<file path="config.mk">
export PLATFORM = sky130hd
export DESIGN_NAME = adc_s101_array
export DESIGN_NICKNAME = d
export VERILOG_FILES = /design/src/rtl/adc_s101_pkg.sv /design/src/rtl/adc_s101_shift.sv /design/src/rtl/adc_s101_array.sv
export SDC_FILE = /design/constraint.sdc
export NUM_CORES = 1
export LEC_CHECK = 0
export CORE_MARGIN = 1
export CORE_UTILIZATION = 48
export DETAILED_ROUTE_END_ITERATION = 12
export PLACE_DENSITY = 0.74
export SLEW_MARGIN = 5
export SYNTH_ARGS = -nofsm -noshare
export SYNTH_HDL_FRONTEND = slang
export SYNTH_SLANG_ARGS = --single-unit
</file>
<file path="constraint.sdc">
create_clock -name clk -period 1.8 [get_ports clk]
set_input_delay 0.27 -clock clk [delete_from_list [all_inputs] [get_ports clk]]
set_output_delay 0.27 -clock clk [all_outputs]
set_load 0.005 [all_outputs]
</file>
<file path="src/rtl/adc_s101_pkg.sv">
// Shared types and constants for the ADCxx1S101 multi-channel frame driver.
// Holds the frame state encoding, default tick counts and counter sizing helper.
package adc_s101_pkg;

  typedef enum logic [2:0] {
    IDLE,
    LEAD,
    SHIFT,
    TRAIL,
    QUIET
  } adcState_e;

  localparam int DEF_ADC_RES     = 8;
  localparam int DEF_TICKS_LEAD  = 3;
  localparam int DEF_TICKS_TRAIL = 5;
  localparam int DEF_TICKS_QUIET = 4;

  // 20 MHz with default ticks gives a 20-cycle frame, i.e. 1 Msps.
  localparam int REF_CLK_HZ = 20_000_000;

  function automatic int cntWidth(input int maxCount);
    return (maxCount < 1) ? 1 : $clog2(maxCount + 1);
  endfunction

endpackage

</file>
<file path="src/rtl/adc_s101_shift.sv">
// One channel: serial-in shift register (MSB first) with optional bit inversion
// and a parallel load into the result holding register.
module adc_s101_shift
  import adc_s101_pkg::*;
#(
  parameter int ADC_RES     = DEF_ADC_RES,
  parameter bit MISO_INVERT = 1'b1
) (
  input  logic               clk,
  input  logic               reset,
  input  logic               shiftEn,
  input  logic               load,
  input  logic               misoBit,
  output logic [ADC_RES-1:0] dataOut
);

  logic               inBit;
  logic [ADC_RES-1:0] shiftReg;
  logic [ADC_RES-1:0] shiftNext;

  assign inBit = misoBit ^ MISO_INVERT;

  // A 1-bit converter has no older bits to carry along.
  if (ADC_RES == 1) begin : gOne
    assign shiftNext = inBit;
  end else begin : gMany
    assign shiftNext = {shiftReg[ADC_RES-2:0], inBit};
  end

  always_ff @(posedge clk) begin
    if (reset) begin
      shiftReg <= '0;
      dataOut  <= '0;
    end else begin
      if (shiftEn) shiftReg <= shiftNext;
      if (load)    dataOut  <= shiftReg;
    end
  end

endmodule

</file>
<file path="src/rtl/adc_s101_array.sv">
// Shared chip-select frame generator for NUM_CH lockstep ADCxx1S101 converters,
// with single-shot / continuous modes and a valid/ready result handshake.
module adc_s101_array
  import adc_s101_pkg::*;
#(
  parameter int ADC_RES     = DEF_ADC_RES,
  parameter int NUM_CH      = 1,
  parameter int TICKS_LEAD  = DEF_TICKS_LEAD,
  parameter int TICKS_TRAIL = DEF_TICKS_TRAIL,
  parameter int TICKS_QUIET = DEF_TICKS_QUIET,
  parameter bit MISO_INVERT = 1'b1
) (
  input  logic                      clk,
  input  logic                      reset,
  input  logic                      start,
  input  logic                      continuous,
  input  logic [NUM_CH-1:0]         miso,
  output logic                      cs,
  output logic [NUM_CH*ADC_RES-1:0] data_out,
  output logic                      data_valid,
  input  logic                      data_ready,
  output logic                      overrun,
  output logic                      busy
);

  localparam int MAX_LT  = (TICKS_LEAD > TICKS_TRAIL) ? TICKS_LEAD : TICKS_TRAIL;
  localparam int MAX_RQ  = (ADC_RES > TICKS_QUIET) ? ADC_RES : TICKS_QUIET;
  localparam int MAX_CNT = (MAX_LT > MAX_RQ) ? MAX_LT : MAX_RQ;
  localparam int CW      = cntWidth(MAX_CNT);

  localparam logic [CW-1:0] LEAD_CNT  = CW'(TICKS_LEAD);
  localparam logic [CW-1:0] RES_CNT   = CW'(ADC_RES);
  localparam logic [CW-1:0] TRAIL_CNT = CW'(TICKS_TRAIL);
  localparam logic [CW-1:0] QUIET_CNT = CW'(TICKS_QUIET);
  localparam logic [CW-1:0] ONE       = CW'(1);

  adcState_e state;
  logic [CW-1:0] cnt;
  logic cntDone, shiftEn, loadNow, goFrame, accept;
  logic [NUM_CH-1:0][ADC_RES-1:0] chData;

  assign cntDone = (cnt == ONE);
  assign shiftEn = (state == SHIFT);
  assign loadNow = (state == TRAIL) && cntDone;
  assign goFrame = start | continuous;
  assign accept  = data_valid & data_ready;

  // Counter is loaded with the state length on entry; leaving happens at 1.
  always_ff @(posedge clk) begin
    if (reset) begin
      state <= IDLE;
      cnt   <= '0;
      cs    <= 1'b1;
      busy  <= 1'b0;
    end else begin
      case (state)
        IDLE: if (goFrame) begin
          state <= LEAD;
          cnt   <= LEAD_CNT;
          cs    <= 1'b0;
          busy  <= 1'b1;
        end
        LEAD: if (cntDone) begin
          state <= SHIFT;
          cnt   <= RES_CNT;
        end else cnt <= cnt - ONE;
        SHIFT: if (cntDone) begin
          state <= TRAIL;
          cnt   <= TRAIL_CNT;
        end else cnt <= cnt - ONE;
        TRAIL: if (cntDone) begin
          state <= QUIET;
          cnt   <= QUIET_CNT;
          cs    <= 1'b1;
        end else cnt <= cnt - ONE;
        QUIET: if (cntDone) begin
          if (goFrame) begin
            state <= LEAD;
            cnt   <= LEAD_CNT;
            cs    <= 1'b0;
          end else begin
            state <= IDLE;
            cnt   <= '0;
            busy  <= 1'b0;
          end
        end else cnt <= cnt - ONE;
        default: begin
          state <= IDLE;
          cnt   <= '0;
          cs    <= 1'b1;
          busy  <= 1'b0;
        end
      endcase
    end
  end

  // A load coinciding with an accept hands the old value over cleanly.
  always_ff @(posedge clk) begin
    if (reset) begin
      data_valid <= 1'b0;
      overrun    <= 1'b0;
    end else if (loadNow) begin
      data_valid <= 1'b1;
      if (data_valid && !data_ready) overrun <= 1'b1;
    end else if (accept) begin
      data_valid <= 1'b0;
      overrun    <= 1'b0;
    end
  end

  for (genvar k = 0; k < NUM_CH; k++) begin : gCh
    adc_s101_shift #(
      .ADC_RES    (ADC_RES),
      .MISO_INVERT(MISO_INVERT)
    ) uShift (
      .clk    (clk),
      .reset  (reset),
      .shiftEn(shiftEn),
      .load   (loadNow),
      .misoBit(miso[k]),
      .dataOut(chData[k])
    );
  end

  assign data_out = chData;

endmodule

</file>
# Word level (Yosys, flattened, before mapping)
# Cells that the tools add are included.
# totals
output_inout_bits	12
reg_bits	27
elab_cells	63
inputBits	6
# classes
n_bitwise	5
n_addsub	1
n_mux	26
eq_ne	12
n_reduce_logical	11
# ops
op	count
4-bit 2-to-1 mux	5
4-bit one-hot mux with 5 select lines	1
3-bit 2-to-1 mux	5
3-bit one-hot mux with 5 select lines	1
2-bit != test, second input constant	7
1-bit 2-to-1 mux	11
3-bit by 2-bit equality test with 1-bit output, second input constant	2
5-bit AND reduction	1
4-bit by 1-bit equality test with 1-bit output, second input constant	1
1-bit one-hot mux with 4 select lines	1
4-bit AND reduction	1
4-bit by 1-bit subtractor with 4-bit output, second input constant	1
3-bit by 1-bit equality test with 1-bit output, second input constant	1
3-bit equality test, second input constant	1
3-bit zero test	1
1-bit NOT	3
1-bit one-hot mux with 3 select lines	1
3-bit AND reduction	1
3-bit OR reduction	1
1-bit logical AND	2
2-bit 2-to-1 mux	1
2-bit AND reduction	1
2-bit nonzero test	1
2-bit OR reduction	1
other kinds (3)	3

# Longest topological paths before layout
# Gate-level depths: netlist (run 1).
# logic_depth
ltp_word	4
ltp_mapped	7
ltp_nobuf	6

# Cells and area by module
# Synthesis (run 1) repeated with hierarchy kept, for this count alone.
# hier_totals
hier_cells	137
area_unflattened_um2	1280.0
# modules_own_cells
module	cells_per_inst	area_each_um2	instances
adc_s101_array	85	698.2	1
adc_s101_shift	52	581.8	1

# Worst setup path after synthesis (run 1)
# OpenSTA, ideal clock, no wires.
# synth_timing
path_kind	register -> register
startpoint	reg cnt[0]
endpoint	reg state[0]
t_arrival_ns	1.739
setup_time_ns	0.079
path_stages_with_launch	7
path_slack_ns	-0.019
path_buffers	1
path_cell_list	dfxtp_1 -> ha_1 -> or3b_1 -> buf_6 -> and2_4 -> or3_1 -> a211oi_2
# synth_between
elab_chain_cells	3
word_cells_on_any_way	6
cone_classes	5 x eq/ne; 1 x reduce/logical
# synth_lines
item	line_no	rtl
start, declared	adc_s101_array.sv:38	logic [CW-1:0] cnt;
start signal, assigned	adc_s101_array.sv:66	end else cnt <= cnt - ONE;
start signal, assigned	adc_s101_array.sv:70	end else cnt <= cnt - ONE;
start signal, assigned	adc_s101_array.sv:75	end else cnt <= cnt - ONE;
4-bit by 1-bit equality test with 1-bit output (*)	adc_s101_array.sv:42	assign cntDone = (cnt == ONE);
2-bit != test (no source line)	n/a	
5-bit AND reduction (no source line) (*)	n/a	
end signal, assigned	adc_s101_array.sv:51	state <= IDLE;
end signal, assigned	adc_s101_array.sv:58	state <= LEAD;
end signal, assigned	adc_s101_array.sv:64	state <= SHIFT;
end, declared	adc_s101_array.sv:37	adcState_e state;
# Every way passes the cells marked *; elsewhere a longest branch is shown, timed or not.
# A chain may end at the register's enable or synchronous reset.

# Worst setup path after layout (run 1)
# layout_timing
startpoint	reg cnt[0]
endpoint	reg cnt[3]
# layout_between
elab_chain_cells	3
word_cells_on_any_way	7
cone_classes	1 x add/sub; 1 x eq/ne; 5 x mux
# layout_lines
item	line_no	rtl
4-bit by 1-bit subtractor with 4-bit output / 4-bit by 1-bit equality test with 1-bit output (equally long branches)	n/a	
4-bit 2-to-1 mux (on tied branches)	n/a	
4-bit one-hot mux with 5 select lines (*)	adc_s101_array.sv:56	case (state)
# Marks and branches as above.

==> results of run 1 <==
-- logic make-up (layout without fill, tap and decap cells) --
logic type / Yosys count / in the layout / synth area share
flops: 27 / 27 / 0.420
fa+ha+maj: 2 / 2 / 0.0194
compound gates: 41 / 41 / 0.200
xor+xnor: 2 / 2 / 0.0136
simple gates: 57 / 57 / 0.236
buf+inv: 16 / 38 / 0.0564
mux: 7 / 7 / 0.0544
-- tightest hold or removal path: stages (launching register included) --
cell     delay [ns]
dfxtp_1        0.34
nand2_1        0.05
a21oi_1        0.05
-- routing by layer --
layer / vias to the layer above / share of wire / GRT usage
met1: 554 / 0.47 / 0.284
met2: 23 / 0.49 / 0.360
met5: - / 0 / 0
met4: 0 / 0.011 / 0.0877
met3: 4 / 0.029 / 0.0395
li1: 587 / - / -
-- worst max-delay path by stage --
| stage | startpoint | end | cells past startpoint |
|---|---|---|---|
| 2_1_floorplan | cnt[1]$_SDFFE_PP0N_ | state[0]$_SDFFE_PP0P_ | 7 |
| 3_3_place_gp | cnt[1]$_SDFFE_PP0N_ | state[0]$_SDFFE_PP0P_ | 6 |
| 3_5_place_dp | cnt[1]$_SDFFE_PP0N_ | state[0]$_SDFFE_PP0P_ | 6 |
| 4_1_cts | cnt[0]$_SDFFE_PP0N_ | cnt[3]$_SDFFE_PP0N_ | 5 |
| 5_1_grt | cnt[0]$_SDFFE_PP0N_ | cnt[3]$_SDFFE_PP0N_ | 5 |
| 6_report | cnt[0]$_SDFFE_PP0N_ | cnt[3]$_SDFFE_PP0N_ | 5 |
-- power breakdown --
part / leakage [nW] / internal (W) / switching (W)
sequential: 0.220 / 0.000632 / 0.0000413
clock: 0.0177 / 0.0000831 / 0.000175
combinational: 0.330 / 0.000173 / 0.000182
total: 0.568 / 0.000888 / 0.000398
-- Yosys cell counts, types with 2 or more instances --
cell type	n	area [um^2]
o31ai_1	2	15.0
a211o_1	2	17.5
nand2_1	13	48.8
o211ai_1	2	15.0
nor2_1	14	52.6
clkbuf_1	7	26.3
nor2b_1	5	31.3
o21ai_0	8	40.0
dfxtp_1	27	541
buf_2	4	20.0
nand3_1	8	40.0
mux2i_1	7	70.1
nor3_1	2	10.0
inv_1	3	11.3
or3_1	2	12.5
a211oi_1	2	15.0
ha_1	2	25.0
a21oi_1	17	85.1
-- stage by stage --
stage                util  std cells
floorplan               -        152
global placement    0.617        200
detailed placement  0.617        200
CTS                 0.629        204
global route        0.639        204
finish              0.639        204
-- repair_timing --
item / CTS / global route
gates resized for setup: 1 / 6
buffers inserted: 0 / 0
setup endpoints to repair: 1 / 2
-- layout make-up --
cell class	count	area (um^2)
well taps	30	37.5
flip-flops and latches	27	542
clock inverters	1	5.00
multi-input cells	109	701
clock buffers	3	22.5
inverters	3	11.3
fillers	218	902
repair buffers	31	279
-- flip-flops by register name, indices dropped and copies added, names as in the netlist --
signal	flops
gCh.uShift.dataOut	8
gCh.uShift.shiftReg	8
cnt	4
state	3
busy	1
cs	1
data_valid	1
overrun	1
-- cell usage in the layout (no fill, tap or decap), types with 2 or more instances in the layout --
cell / n
o31ai_1: 2
o21ai_0: 8
inv_1: 2
or3_1: 2
buf_4: 13
mux2i_1: 7
clkbuf_4: 3
o211ai_1: 2
a211o_1: 2
clkdlybuf4s50_1: 17
nor3_1: 2
nand3_1: 8
nor2b_1: 5
dfxtp_1: 26
nand2_1: 13
nor2_1: 14
a21oi_1: 16
a211oi_1: 2
==> qor.yml, run 1 <==
whs_ns: 0.463
fp.dieW_um: 53.8
synth-seq-cells: 27
hold_class: "reg2reg"
wire_per_inst_um: 14.3
wl_um: 2910
antenna_found_initial: 0
start_kind: "register"
max-cap-violations: 0
drc: 0
r2r_end: "cnt[3]$_SDFFE_PP0N_"
setup_violations: 0
htreeDepth: 1
slew_headroom: 0.753
fp-row-count: 18
syn_nets: 160
clk_latency_ns: 0.32
postRouteAntennaNets: 0
hold_viol_final: 0
netlist_area_mm2: 0.00129
hold_depth: 2
finalWeightedCongestion: 0.895
dp_hpwl_um: 2090
fmax_ghz: 0.567
slowest_stage: "or4b_4"
grt_pass1_vias: 1052
hold_path_end: "gCh[0].uShift.dataOut[1]$_SDFFE_PP0P_"
cts_tree: "yes"
r2r_slack_ns: 0.04
r2r_cells: 5
postPlaceCellArea_mm2: 0.00154
grt_overflow: 0
timing.rr.start: "cnt[0]$_SDFFE_PP0N_"
core_mm2: 0.00250
postSynthAreaPerCell_um2: 8.47
crit_fanout: 7
min_period_ns: 1.76
fin_crit_sh: 0.980
worst_slack_ns: 0.0368
viasPerCell: 5.73
syn_inst: 152
final_cell_area_mm2: 0.00160
status: "finished clean"
clkTransAtPathRegs_ns: 0.15
area_delta_synth_final_pct: 24.1
drive_above_1_share: 0.172
cp_num_buf_inv: 1
num_antenna_cells: 0
ir_drop_mv: 0.480
holdBufCountCts: 0
die_h_um: 53.8
tns_ns: 0
worst_ep_arrival_time_ns: 2.04
criticalPathCategory: "reg2reg"
first_pass_iters: 4
ys_seq_area_frac: 0.420
worstMarginPinSlew_ns: 0.369
skew_ns: 0.00800
grt_pass1_wl_um: 4640
slew_violations: 0
initial_utilization: 0.515
critPathTopFamily: "simple AND/OR/NAND/NOR gates"
synthArstFlopShare: 0
pin_count: 18
cts-root-buf: "clkbuf_4"
grt_use_total: 0.220
grt_max_degree: 21
synth_edf_count: 0
nets: 183
pre_cts_slack_ns: 0.0371
clockBufferDepth: 2
p_leak_nw: 0.568
drtIter0Drc: 19
synth.distinct_cells: 43
p_total_w: 0.00129
worst_ep_required_time_ns: 2.07
worstSetupEndpointType: "register"
power_density_mw_per_mm2: 805
yosysWarnings: 0
dieArea_mm2: 0.00289
via_count: 1168
cts_buffers: 3
hold_start: "gCh[0].uShift.dataOut[1]$_SDFFE_PP0P_"
critical_path.max_stage_delay_ns: 0.53
yosys_most_used_dff: "dfxtp_1"
portBuffers: 17
path_cells: "buf_6 -> or4b_4 -> or4_4 -> a21oi_2 -> or3_1"
cts_sinks: 27
(Power assumes the default switching activity.)
==> run 2: changes to the inputs <==
- CORE_MARGIN: 1 -> 4
==> run 2 against run 1 <==
Effect of this change:
- worst setup slack better by 0.022 ns
- critical endpoint is now state[0]$_SDFFE_PP0P_
- non-clock buffer count decreased by 5
- die area up 24%
- clock skew grew 0.00054 ns
- clock power grew 3%
- core utilization fell by 2.7 points
==> qor.yml, run 2 (same netlist as run 1, synthesis figures left out) <==
htreeDepth: 1  # unchanged
setup_violations: 0  # unchanged
tns_ns: 0  # unchanged
max-cap-violations: 0  # unchanged
initial_utilization: 0.510  # was 0.515
grt_max_degree: 17  # was 21
final_cells: 199  # was 204
clkTransAtPathRegs_ns: 0.15  # about the same
fp.dieW_um: 59.8  # was 53.8 um
hold_viol_final: 0  # unchanged
wire_per_inst_um: 13.8  # was 14.3 um
drtIter0Drc: 53  # was 19
switching_share: 0.310  # was 0.309
critPathTopFamily: "simple AND/OR/NAND/NOR gates"  # unchanged
fin_crit_sh: 0.967  # was 0.980
dp.cells: 195  # was 200
fp-row-count: 18  # unchanged
grt_pass1_vias: 1059  # was 1052
crit_fanout: 6  # was 7
cp_num_buf_inv: 1  # unchanged
worst_ep_arrival_time_ns: 2.00  # was 2.04 ns
wl_um: 2740  # was 2910 um
min_period_ns: 1.74  # was 1.76 ns
fmax_ghz: 0.574  # was 0.567 GHz
power_switching_w: 0.000392  # was 0.000398 W
path_cells: "inv_1 -> ha_2 -> or3b_4 -> and2_4 -> or3_1 -> a211oi_2"  # was buf_6 -> or4b_4 -> or4_4 -> a21oi_2 -> or3_1
r2r_slack_ns: 0.06  # was 0.04 ns
power_density_mw_per_mm2: 818  # was 805 mW/mm^2
final_cell_area_mm2: 0.00154  # was 0.00160 mm^2
cts_sinks: 27  # unchanged
rsz0062_at_grt: "false"
fill_cells: 234  # was 218
grt_overflow: 0  # unchanged
slowest_stage: "or3b_4"  # was or4b_4
slew_violations: 0  # unchanged
drc: 0  # unchanged
postPlaceCellArea_mm2: 0.00151  # was 0.00154 mm^2
drive_above_1_share: 0.130  # was 0.172
area_delta_synth_final_pct: 19.9  # was 24.1%
largestRegisters: "gCh.uShift.dataOut (8), gCh.uShift.shiftReg (8), cnt (4)"  # unchanged
die_h_um: 59.8  # was 53.8 um
clk_latency_ns: 0.32  # about the same
intPower_w: 0.000871  # was 0.000888 W
p_leak_nw: 0.533  # was 0.568 nW
slew_headroom: 0.737  # was 0.753
antenna_found_initial: 0  # unchanged
pin_count: 18  # unchanged
grt_use_total: 0.171  # was 0.220
grt_pass1_wl_um: 4760  # was 4640 um
portBuffers: 17  # unchanged
core_mm2: 0.00252  # was 0.00250 mm^2
pwr-share-seq: 0.538  # was 0.524
first_pass_iters: 4  # unchanged
final_common_cell: "dfxtp_1"  # unchanged
worstSetupEndpointType: "register"  # unchanged
via_count: 1127  # was 1168
cts_tree: "yes"  # unchanged
start_kind: "register"  # unchanged
fin_util: 0.612  # was 0.639
finalWeightedCongestion: 0.867  # was 0.895
cts_buffers: 3  # unchanged
worstMarginPinSlew_ns: 0.384  # was 0.369 ns
p_clk_frac: 0.212  # was 0.201
worst_ep_required_time_ns: 2.06  # was 2.07 ns
ir_drop_mv: 0.589  # was 0.480 mV
comb_power_share: 0.250  # was 0.275
dp_hpwl_um: 1910  # was 2090 um
mostFrequentLayoutCells: "dfxtp_1 (26), clkdlybuf4s50_1 (17), a21oi_1 (16)"  # unchanged
nets: 178  # was 183
criticalPathCategory: "reg2reg"  # unchanged
cts-root-buf: "clkbuf_4"  # unchanged
status: "finished clean"  # unchanged
whs_ns: 0.466  # was 0.463 ns
hold_class: "reg2reg"  # unchanged
num_antenna_cells: 0  # unchanged
critical_path.max_stage_delay_ns: 0.40  # was 0.53 ns
skew_ns: 0.00853  # was 0.00800 ns
clockBufferDepth: 2  # unchanged
postRouteAntennaNets: 0  # unchanged
viasPerCell: 5.66  # was 5.73
dieArea_mm2: 0.00357  # was 0.00289 mm^2
==> run 2: timing repair <==
item	4_1_cts	5_1_grt
endpoints found under the setup margin	0	4
hold buffers	0	0
resized for setup	0	3
setup buffers	0	0
==> run 2: power by group through the flow <==
| stage | registers, W | clock network (W) | logic [W] |
|---|---|---|---|
| floorplan | 0.000675 | 0 | 0.000230 |
| global placement | 0.000688 | 0 | 0.000299 |
| detailed placement | 0.000691 | 0 | 0.000306 |
| CTS | 0.000678 | 0.000283 | 0.000308 |
| global route | 0.000689 | 0.000306 | 0.000346 |
| finish | 0.000680 | 0.000267 | 0.000315 |
==> run 2: stage by stage <==
stage / power [W] / worst slack (ns)
after floorplan: 0.000905 / 0.0350
after global placement: 0.000987 / 0.102
after detailed placement: 0.000997 / 0.0630
after CTS: 0.00127 / 0.0235
after global routing: 0.00134 / 0.000536
final: 0.00126 / 0.0591
==> run 2: final timing paths <==
path	from	end	cells after the start
min reg2reg	gCh[0].uShift.dataOut[6]$_SDFFE_PP0P_	gCh[0].uShift.dataOut[6]$_SDFFE_PP0P_	2
max	cnt[1]$_SDFFE_PP0N_	state[0]$_SDFFE_PP0P_	6
max reg2reg	cnt[1]$_SDFFE_PP0N_	state[0]$_SDFFE_PP0P_	6
min	gCh[0].uShift.dataOut[6]$_SDFFE_PP0P_	gCh[0].uShift.dataOut[6]$_SDFFE_PP0P_	2
==> run 2: area by class of cell <==
class | count | area, um^2 | area share
sequential | 27 | 544 | 0.353
timing repair buffer | 26 | 238 | 0.154
tap | 30 | 37.5 | 0.0243
clock inverter | 1 | 7.51 | 0.00486
clock buffer | 3 | 22.5 | 0.0146
inverter | 3 | 11.3 | 0.00729
multi-input combinational | 109 | 683 | 0.442
==> run 2: layer usage <==
metal	GRT usage	share of wire	up-vias	wire length, um
met5	0	0	-	0
met4	0.0696	0.011	0	29
met3	0.0281	0.051	4	139
met2	0.265	0.46	31	1270
met1	0.235	0.48	519	1310
li1	-	-	573	-
==> run 2: worst register-to-register path: stages (launching register included) <==
cell and delay, ns:
dfxtp_1 0.34, inv_1 0.07, ha_2 0.20, or3b_4 0.40, and2_4 0.17, or3_1 0.32
a211oi_2 0.17
